--- config.mk ---
export PLATFORM = sky130hd
export DESIGN_NAME = sm4_round_engine
export DESIGN_NICKNAME = d
export VERILOG_FILES = /design/src/rtl/sm4_round_engine.sv
export SDC_FILE = /design/constraint.sdc
export NUM_CORES = 2
export LEC_CHECK = 0
export CORE_MARGIN = 5
export CORE_UTILIZATION = 60
export DETAILED_ROUTE_END_ITERATION = 16
export PLACE_DENSITY = 0.79
export SYNTH_ARGS = -nofsm -noshare
export SYNTH_HDL_FRONTEND = slang
export SYNTH_SLANG_ARGS = --single-unit
--- constraint.sdc ---
create_clock -name clk -period 24.8 [get_ports clk]
set_input_delay 2.48 -clock clk [delete_from_list [all_inputs] [get_ports clk]]
set_output_delay 2.48 -clock clk [all_outputs]
set_load 0.005 [all_outputs]
--- src/rtl/sm4_round_engine.sv ---
// sm4_round_engine: iterative SM4 block cipher core.
//
// Expands a 128-bit master key into 32 round keys (one per cycle), then runs
// 32-round encrypt or decrypt on 128-bit blocks, one round per cycle, with
// valid/ready handshakes on key, input block and result.
//
// Ports:
//   clk         rising-edge clock
//   rst         asynchronous active-high reset
//   key_valid   master key offered          key_ready  engine accepts a key
//   key_in      MK0..MK3, MK0 in [127:96]
//   in_valid    data block offered          in_ready   engine accepts a block
//   in_decrypt  1 = decrypt, 0 = encrypt, sampled with the block
//   in_data     X0..X3, X0 in [127:96]
//   out_valid   result available            out_ready  downstream accepts it
//   out_data    (X35,X34,X33,X32), X35 in [127:96]
//   key_loaded  round-key file holds a valid expanded key
//
// Also contains the SM4 S-box and the encrypt/decrypt T transform used by
// the round datapath.

// SM4 S-box: one byte in, one byte out, purely combinational.
module sm4_sbox (
    input  logic [7:0] din,
    output logic [7:0] dout
);
    localparam logic [0:255][7:0] SBOX = {
        8'hd6, 8'h90, 8'he9, 8'hfe, 8'hcc, 8'he1, 8'h3d, 8'hb7, 8'h16, 8'hb6, 8'h14, 8'hc2, 8'h28, 8'hfb, 8'h2c, 8'h05,
        8'h2b, 8'h67, 8'h9a, 8'h76, 8'h2a, 8'hbe, 8'h04, 8'hc3, 8'haa, 8'h44, 8'h13, 8'h26, 8'h49, 8'h86, 8'h06, 8'h99,
        8'h9c, 8'h42, 8'h50, 8'hf4, 8'h91, 8'hef, 8'h98, 8'h7a, 8'h33, 8'h54, 8'h0b, 8'h43, 8'hed, 8'hcf, 8'hac, 8'h62,
        8'he4, 8'hb3, 8'h1c, 8'ha9, 8'hc9, 8'h08, 8'he8, 8'h95, 8'h80, 8'hdf, 8'h94, 8'hfa, 8'h75, 8'h8f, 8'h3f, 8'ha6,
        8'h47, 8'h07, 8'ha7, 8'hfc, 8'hf3, 8'h73, 8'h17, 8'hba, 8'h83, 8'h59, 8'h3c, 8'h19, 8'he6, 8'h85, 8'h4f, 8'ha8,
        8'h68, 8'h6b, 8'h81, 8'hb2, 8'h71, 8'h64, 8'hda, 8'h8b, 8'hf8, 8'heb, 8'h0f, 8'h4b, 8'h70, 8'h56, 8'h9d, 8'h35,
        8'h1e, 8'h24, 8'h0e, 8'h5e, 8'h63, 8'h58, 8'hd1, 8'ha2, 8'h25, 8'h22, 8'h7c, 8'h3b, 8'h01, 8'h21, 8'h78, 8'h87,
        8'hd4, 8'h00, 8'h46, 8'h57, 8'h9f, 8'hd3, 8'h27, 8'h52, 8'h4c, 8'h36, 8'h02, 8'he7, 8'ha0, 8'hc4, 8'hc8, 8'h9e,
        8'hea, 8'hbf, 8'h8a, 8'hd2, 8'h40, 8'hc7, 8'h38, 8'hb5, 8'ha3, 8'hf7, 8'hf2, 8'hce, 8'hf9, 8'h61, 8'h15, 8'ha1,
        8'he0, 8'hae, 8'h5d, 8'ha4, 8'h9b, 8'h34, 8'h1a, 8'h55, 8'had, 8'h93, 8'h32, 8'h30, 8'hf5, 8'h8c, 8'hb1, 8'he3,
        8'h1d, 8'hf6, 8'he2, 8'h2e, 8'h82, 8'h66, 8'hca, 8'h60, 8'hc0, 8'h29, 8'h23, 8'hab, 8'h0d, 8'h53, 8'h4e, 8'h6f,
        8'hd5, 8'hdb, 8'h37, 8'h45, 8'hde, 8'hfd, 8'h8e, 8'h2f, 8'h03, 8'hff, 8'h6a, 8'h72, 8'h6d, 8'h6c, 8'h5b, 8'h51,
        8'h8d, 8'h1b, 8'haf, 8'h92, 8'hbb, 8'hdd, 8'hbc, 8'h7f, 8'h11, 8'hd9, 8'h5c, 8'h41, 8'h1f, 8'h10, 8'h5a, 8'hd8,
        8'h0a, 8'hc1, 8'h31, 8'h88, 8'ha5, 8'hcd, 8'h7b, 8'hbd, 8'h2d, 8'h74, 8'hd0, 8'h12, 8'hb8, 8'he5, 8'hb4, 8'hb0,
        8'h89, 8'h69, 8'h97, 8'h4a, 8'h0c, 8'h96, 8'h77, 8'h7e, 8'h65, 8'hb9, 8'hf1, 8'h09, 8'hc5, 8'h6e, 8'hc6, 8'h84,
        8'h18, 8'hf0, 8'h7d, 8'hec, 8'h3a, 8'hdc, 8'h4d, 8'h20, 8'h79, 8'hee, 8'h5f, 8'h3e, 8'hd7, 8'hcb, 8'h39, 8'h48
    };

    assign dout = SBOX[din];
endmodule

// SM4 encrypt/decrypt T transform: tau (four S-boxes) followed by
// L(B) = B ^ (B<<<2) ^ (B<<<10) ^ (B<<<18) ^ (B<<<24).
module sm4_t (
    input  logic [31:0] din,
    output logic [31:0] dout
);
    logic [31:0] b;

    for (genvar j = 0; j < 4; j++) begin : g_sbox
        sm4_sbox u_sbox (.din(din[8*j +: 8]), .dout(b[8*j +: 8]));
    end

    assign dout = b ^ {b[29:0], b[31:30]} ^ {b[21:0], b[31:22]}
                    ^ {b[13:0], b[31:14]} ^ {b[7:0], b[31:8]};
endmodule

module sm4_round_engine #(
    parameter logic [127:0] FK = 128'hA3B1BAC6_56AA3350_677D9197_B27022DC
) (
    input  logic         clk,
    input  logic         rst,
    input  logic         key_valid,
    output logic         key_ready,
    input  logic [127:0] key_in,
    input  logic         in_valid,
    output logic         in_ready,
    input  logic         in_decrypt,
    input  logic [127:0] in_data,
    output logic         out_valid,
    input  logic         out_ready,
    output logic [127:0] out_data,
    output logic         key_loaded
);
    typedef enum logic [2:0] {IDLE, KEYEXP, READY, CRYPT, DONE} state_t;

    state_t       state;
    logic [4:0]   cnt;
    logic [127:0] key_reg;
    logic [127:0] x_reg;
    logic         decrypt;
    logic         crypt_last;
    logic [31:0]  rkfile [0:31];

    // Key schedule: CK bytes are ((4i+j)*7) mod 256, so 8-bit arithmetic
    // gives the modulo for free.
    logic [7:0]  ck_base;
    logic [31:0] ck;
    logic [31:0] key_mix;
    logic [31:0] key_tau;
    logic [31:0] rk_new;

    assign ck_base = {1'b0, cnt, 2'b00};
    assign ck = {ck_base * 8'd7, (ck_base + 8'd1) * 8'd7,
                 (ck_base + 8'd2) * 8'd7, (ck_base + 8'd3) * 8'd7};
    assign key_mix = key_reg[95:64] ^ key_reg[63:32] ^ key_reg[31:0] ^ ck;

    for (genvar j = 0; j < 4; j++) begin : g_key_sbox
        sm4_sbox u_key_sbox (.din(key_mix[8*j +: 8]), .dout(key_tau[8*j +: 8]));
    end

    assign rk_new = key_reg[127:96] ^ key_tau
                  ^ {key_tau[18:0], key_tau[31:19]} ^ {key_tau[8:0], key_tau[31:9]};

    // Round datapath: decryption reuses the same round with keys in reverse order.
    logic [4:0]  rk_index;
    logic [31:0] rk_sel;
    logic [31:0] t_in;
    logic [31:0] t_out;
    logic [31:0] x_new;

    assign rk_index = decrypt ? (5'd31 - cnt) : cnt;
    assign rk_sel   = rkfile[rk_index];
    assign t_in     = x_reg[95:64] ^ x_reg[63:32] ^ x_reg[31:0] ^ rk_sel;

    sm4_t u_t (.din(t_in), .dout(t_out));

    assign x_new = x_reg[127:96] ^ t_out;

    // The round-key file has no reset; it is only meaningful while key_loaded.
    always_ff @(posedge clk) begin
        if (state == KEYEXP) begin
            rkfile[cnt] <= rk_new;
        end
    end

    // Control FSM. crypt_last adds the output register stage after round 31,
    // so the counter itself only ever spans the 32 rounds.
    always_ff @(posedge clk or posedge rst) begin
        if (rst) begin
            state      <= IDLE;
            cnt        <= 5'd0;
            key_reg    <= '0;
            x_reg      <= '0;
            decrypt    <= 1'b0;
            crypt_last <= 1'b0;
            key_loaded <= 1'b0;
            out_valid  <= 1'b0;
            out_data   <= '0;
            key_ready  <= 1'b1;
            in_ready   <= 1'b0;
        end else begin
            case (state)
                IDLE: begin
                    if (key_valid) begin
                        key_reg   <= key_in ^ FK;
                        cnt       <= 5'd0;
                        key_ready <= 1'b0;
                        state     <= KEYEXP;
                    end
                end
                KEYEXP: begin
                    key_reg <= {key_reg[95:0], rk_new};
                    cnt     <= cnt + 5'd1;
                    if (cnt == 5'd31) begin
                        key_loaded <= 1'b1;
                        key_ready  <= 1'b1;
                        in_ready   <= 1'b1;
                        state      <= READY;
                    end
                end
                READY: begin
                    // A new key wins over a block offered in the same cycle.
                    if (key_valid) begin
                        key_reg    <= key_in ^ FK;
                        cnt        <= 5'd0;
                        key_loaded <= 1'b0;
                        key_ready  <= 1'b0;
                        in_ready   <= 1'b0;
                        state      <= KEYEXP;
                    end else if (in_valid) begin
                        x_reg      <= in_data;
                        decrypt    <= in_decrypt;
                        cnt        <= 5'd0;
                        crypt_last <= 1'b0;
                        key_ready  <= 1'b0;
                        in_ready   <= 1'b0;
                        state      <= CRYPT;
                    end
                end
                CRYPT: begin
                    if (crypt_last) begin
                        out_data   <= {x_reg[31:0], x_reg[63:32], x_reg[95:64], x_reg[127:96]};
                        out_valid  <= 1'b1;
                        crypt_last <= 1'b0;
                        state      <= DONE;
                    end else begin
                        x_reg <= {x_reg[95:0], x_new};
                        cnt   <= cnt + 5'd1;
                        if (cnt == 5'd31) begin
                            crypt_last <= 1'b1;
                        end
                    end
                end
                DONE: begin
                    if (out_ready) begin
                        out_valid <= 1'b0;
                        key_ready <= 1'b1;
                        in_ready  <= 1'b1;
                        state     <= READY;
                    end
                end
                default: begin
                    state <= IDLE;
                end
            endcase
        end
    end
endmodule

==> metrics.txt <==
Clock Skews=80.71 ps; Syn Nets=9,470; Final Hold Fails=0; CTS tree=yes; Worst Setup EP=x_reg[20]; post-cts resize count=0; setup bufs post-CTS=0; CTS Hold Buffers Added=0; GP Congestion=1.051; dominant synthesized flop cell=edfxtp_1; vias per cell=7.859; Die X=406.9 um; wire per inst=35.38 um; FF-to-FF Start=decrypt; first-pass GRT wire length=573,700 um; WP data required=roughly 26,000 ps; share of cells above drive strength 1=14.20%; Seq cells post-synth=1,422; FP Rows=145; Async S/R FF share, synth=around 28%; Synth Warn #=0; # clock sinks=1,422; antenna viol nets, final=0; Starting Density=60.45%; CTS clk-pin slew, worst paths=60 ps; Bufs on Longest Clock Path=3; WL final=397,800 um; worst-path fanout max=74; initial DRC count=around 18,000; cells after synthesis=9,085; Setup Total Neg Slack=0 ps; CORE AREA=156,400 um^2; type of the most critical hold path=reg2reg; R2R cell count=21; syn_area_per_cell=10.41 um^2; slew margin rel.=-2.556%; final setup vio count=0; largest net degree at the start of global routing=114; Clock Tree Root=clkbuf_16; reg-to-reg endpoint=x_reg[20]; port bufs=393; area of the mapped netlist=94,530 um^2; Final nets=9,448; failing checks=max-capacitance violations, max-slew violations; # H-tree levels=4; critical path launch point=decrypt; max-cap violations=1; most frequent cells in the layout=1,024 x nand2_1, 1,024 x edfxtp_1, 693 x o21ai_0, 638 x nor2_1, 607 x a21oi_1; vias in the first global route=approximately 84,000; critical path class=reg2reg; Worst-Skew Late Latency=860 ps; Final min period=between 10,000 and 15,000 ps; Die Ht=406.9 um; synthesis-to-finish area growth=10.98%; dpl hpwl=250,800 um; FMAX=99.20 MHz; max reg flops=approximately 1,000; Post-synth EDFFs=around 1,000; actual slew at the worst max-slew pin=1518 ps; critical path arrival=approximately 11,000 ps; Num CTS Buffers=between 100 and 150; Vias=88,350; DRC=0; global-route usage over all layers=46.58%; unrepaired setup endpoints after global routing=false; post-synthesis cell type count=136; Setup crit end kind=register; most flop-heavy register=rkfile; IO Pins=a little under 400; startpoint types=register; Seq/Total Area, Yosys=43.06%; initial antenna violation count=7; status=finished with violations; gr ovfl total=0; full die area=165,600 um^2; Slew Limit Fails=3; Register-to-Register Setup Slack=14,720 ps; drt first pass iters=11; fin crit share=40.65%
==> final cells by class <==
| cell class | count | area [um^2] |
|---|---|---|
| sequential | 1422 | 40730 |
| clock inverter | 85 | 1109 |
| multi-input combinational | 6750 | 50270 |
| fill | 11290 | 51470 |
| antenna | 4 | 10.01 |
| inverter | 71 | 277.8 |
| tap | 2058 | 2575 |
| clock buffer | 181 | 3928 |
| timing repair buffer | 671 | 6021 |
==> cells by family after synthesis <==
group	share of synthesized area, %
adders and majority gates	1.755
DFF	43.06
and+or+nand+nor	11.39
buffers and inverters	4.967
muxes	14.23
xor gates and xnor gates	4.425
AOI/OAI and AO/OA	20.18
==> cells in the mapped netlist (78+ instances only) <==
| cell type | n | share of area, % |
|---|---|---|
| o21ai_0 | 696 | 3.7 |
| ha_1 | 115 | 1.5 |
| dfrtp_1 | 397 | 11 |
| nor3_1 | 215 | 1.1 |
| o221ai_1 | 78 | 0.72 |
| a311oi_1 | 84 | 0.78 |
| o311ai_0 | 117 | 1.1 |
| xor2_1 | 102 | 0.95 |
| nand3_1 | 271 | 1.4 |
| a211oi_1 | 141 | 1.1 |
| o211ai_1 | 153 | 1.2 |
| clkbuf_1 | 421 | 1.7 |
| a21oi_1 | 608 | 3.2 |
| buf_4 | 79 | 0.63 |
| a31oi_1 | 160 | 1.1 |
| buf_2 | 188 | 1.0 |
| xnor2_1 | 271 | 2.5 |
| mux4_2 | 346 | 8.2 |
| mux2i_1 | 351 | 3.7 |
| nand2_1 | 1026 | 4.1 |
| edfxtp_1 | 1024 | 33 |
| a221oi_1 | 102 | 0.95 |
| mux2_2 | 188 | 2.2 |
| o22ai_1 | 107 | 0.71 |
| nor2_1 | 678 | 2.7 |
==> worst max-delay path: stages, from the launching register on <==
cell and delay (ps):
dfrtp_4 780, buf_4 700, buf_4 750, buf_4 920, nor2b_1 400, a221oi_1 150, o221ai_1 250, a41oi_1 140
a311oi_1 830, xor2_4 180, buf_4 580, inv_2 300, buf_4 390, ha_1 890, nor2_1 200, o311ai_0 770
a32oi_1 120, nor2_1 270, a211oi_2 100, or2_2 330, xnor3_1 350, a221o_1 290
==> worst min-delay path by stage <==
stage	cells after the start	startpoint	slack, ps	endpoint
global placement	2	key_reg[117]	480	key_reg[117]
global route	1	out_data[17]	520	out_data[17]
floorplan	2	key_reg[102]	470	key_reg[102]
detailed placement	1	out_data[70]	490	out_data[70]
finish	1	out_data[17]	500	out_data[17]
CTS	1	out_data[80]	510	out_data[80]
==> metrics by stage <==
step           std cells  setup WS (ps)  area [um^2]  hold WS (ps)  utilization, %
2_1_floorplan       9085          11250        94530         469.2               -
3_3_place_gp       10970          15420        99860         482.8           63.85
3_5_place_dp       10970          15190        99860         491.9           63.85
4_1_cts            11240          15080       104900         505.1           67.07
5_1_grt            11240          14530       104900         516.0           67.08
6_report           11240          14720       104900         501.3           67.09
==> metal layers <==
layer / track usage (%) / part of all wire [%] / vias to the layer above
met2: 68.97 / 43 / 9007
met3: 15.51 / 15 / 2308
met5: 0.5055 / 0.035 / -
met4: 32.07 / 9.2 / 6
met1: 57.97 / 33 / 41890
li1: - / - / 35130
Power is not shown: default switching activity piles up to over one toggle a cycle in this logic, so the estimate is an artifact.
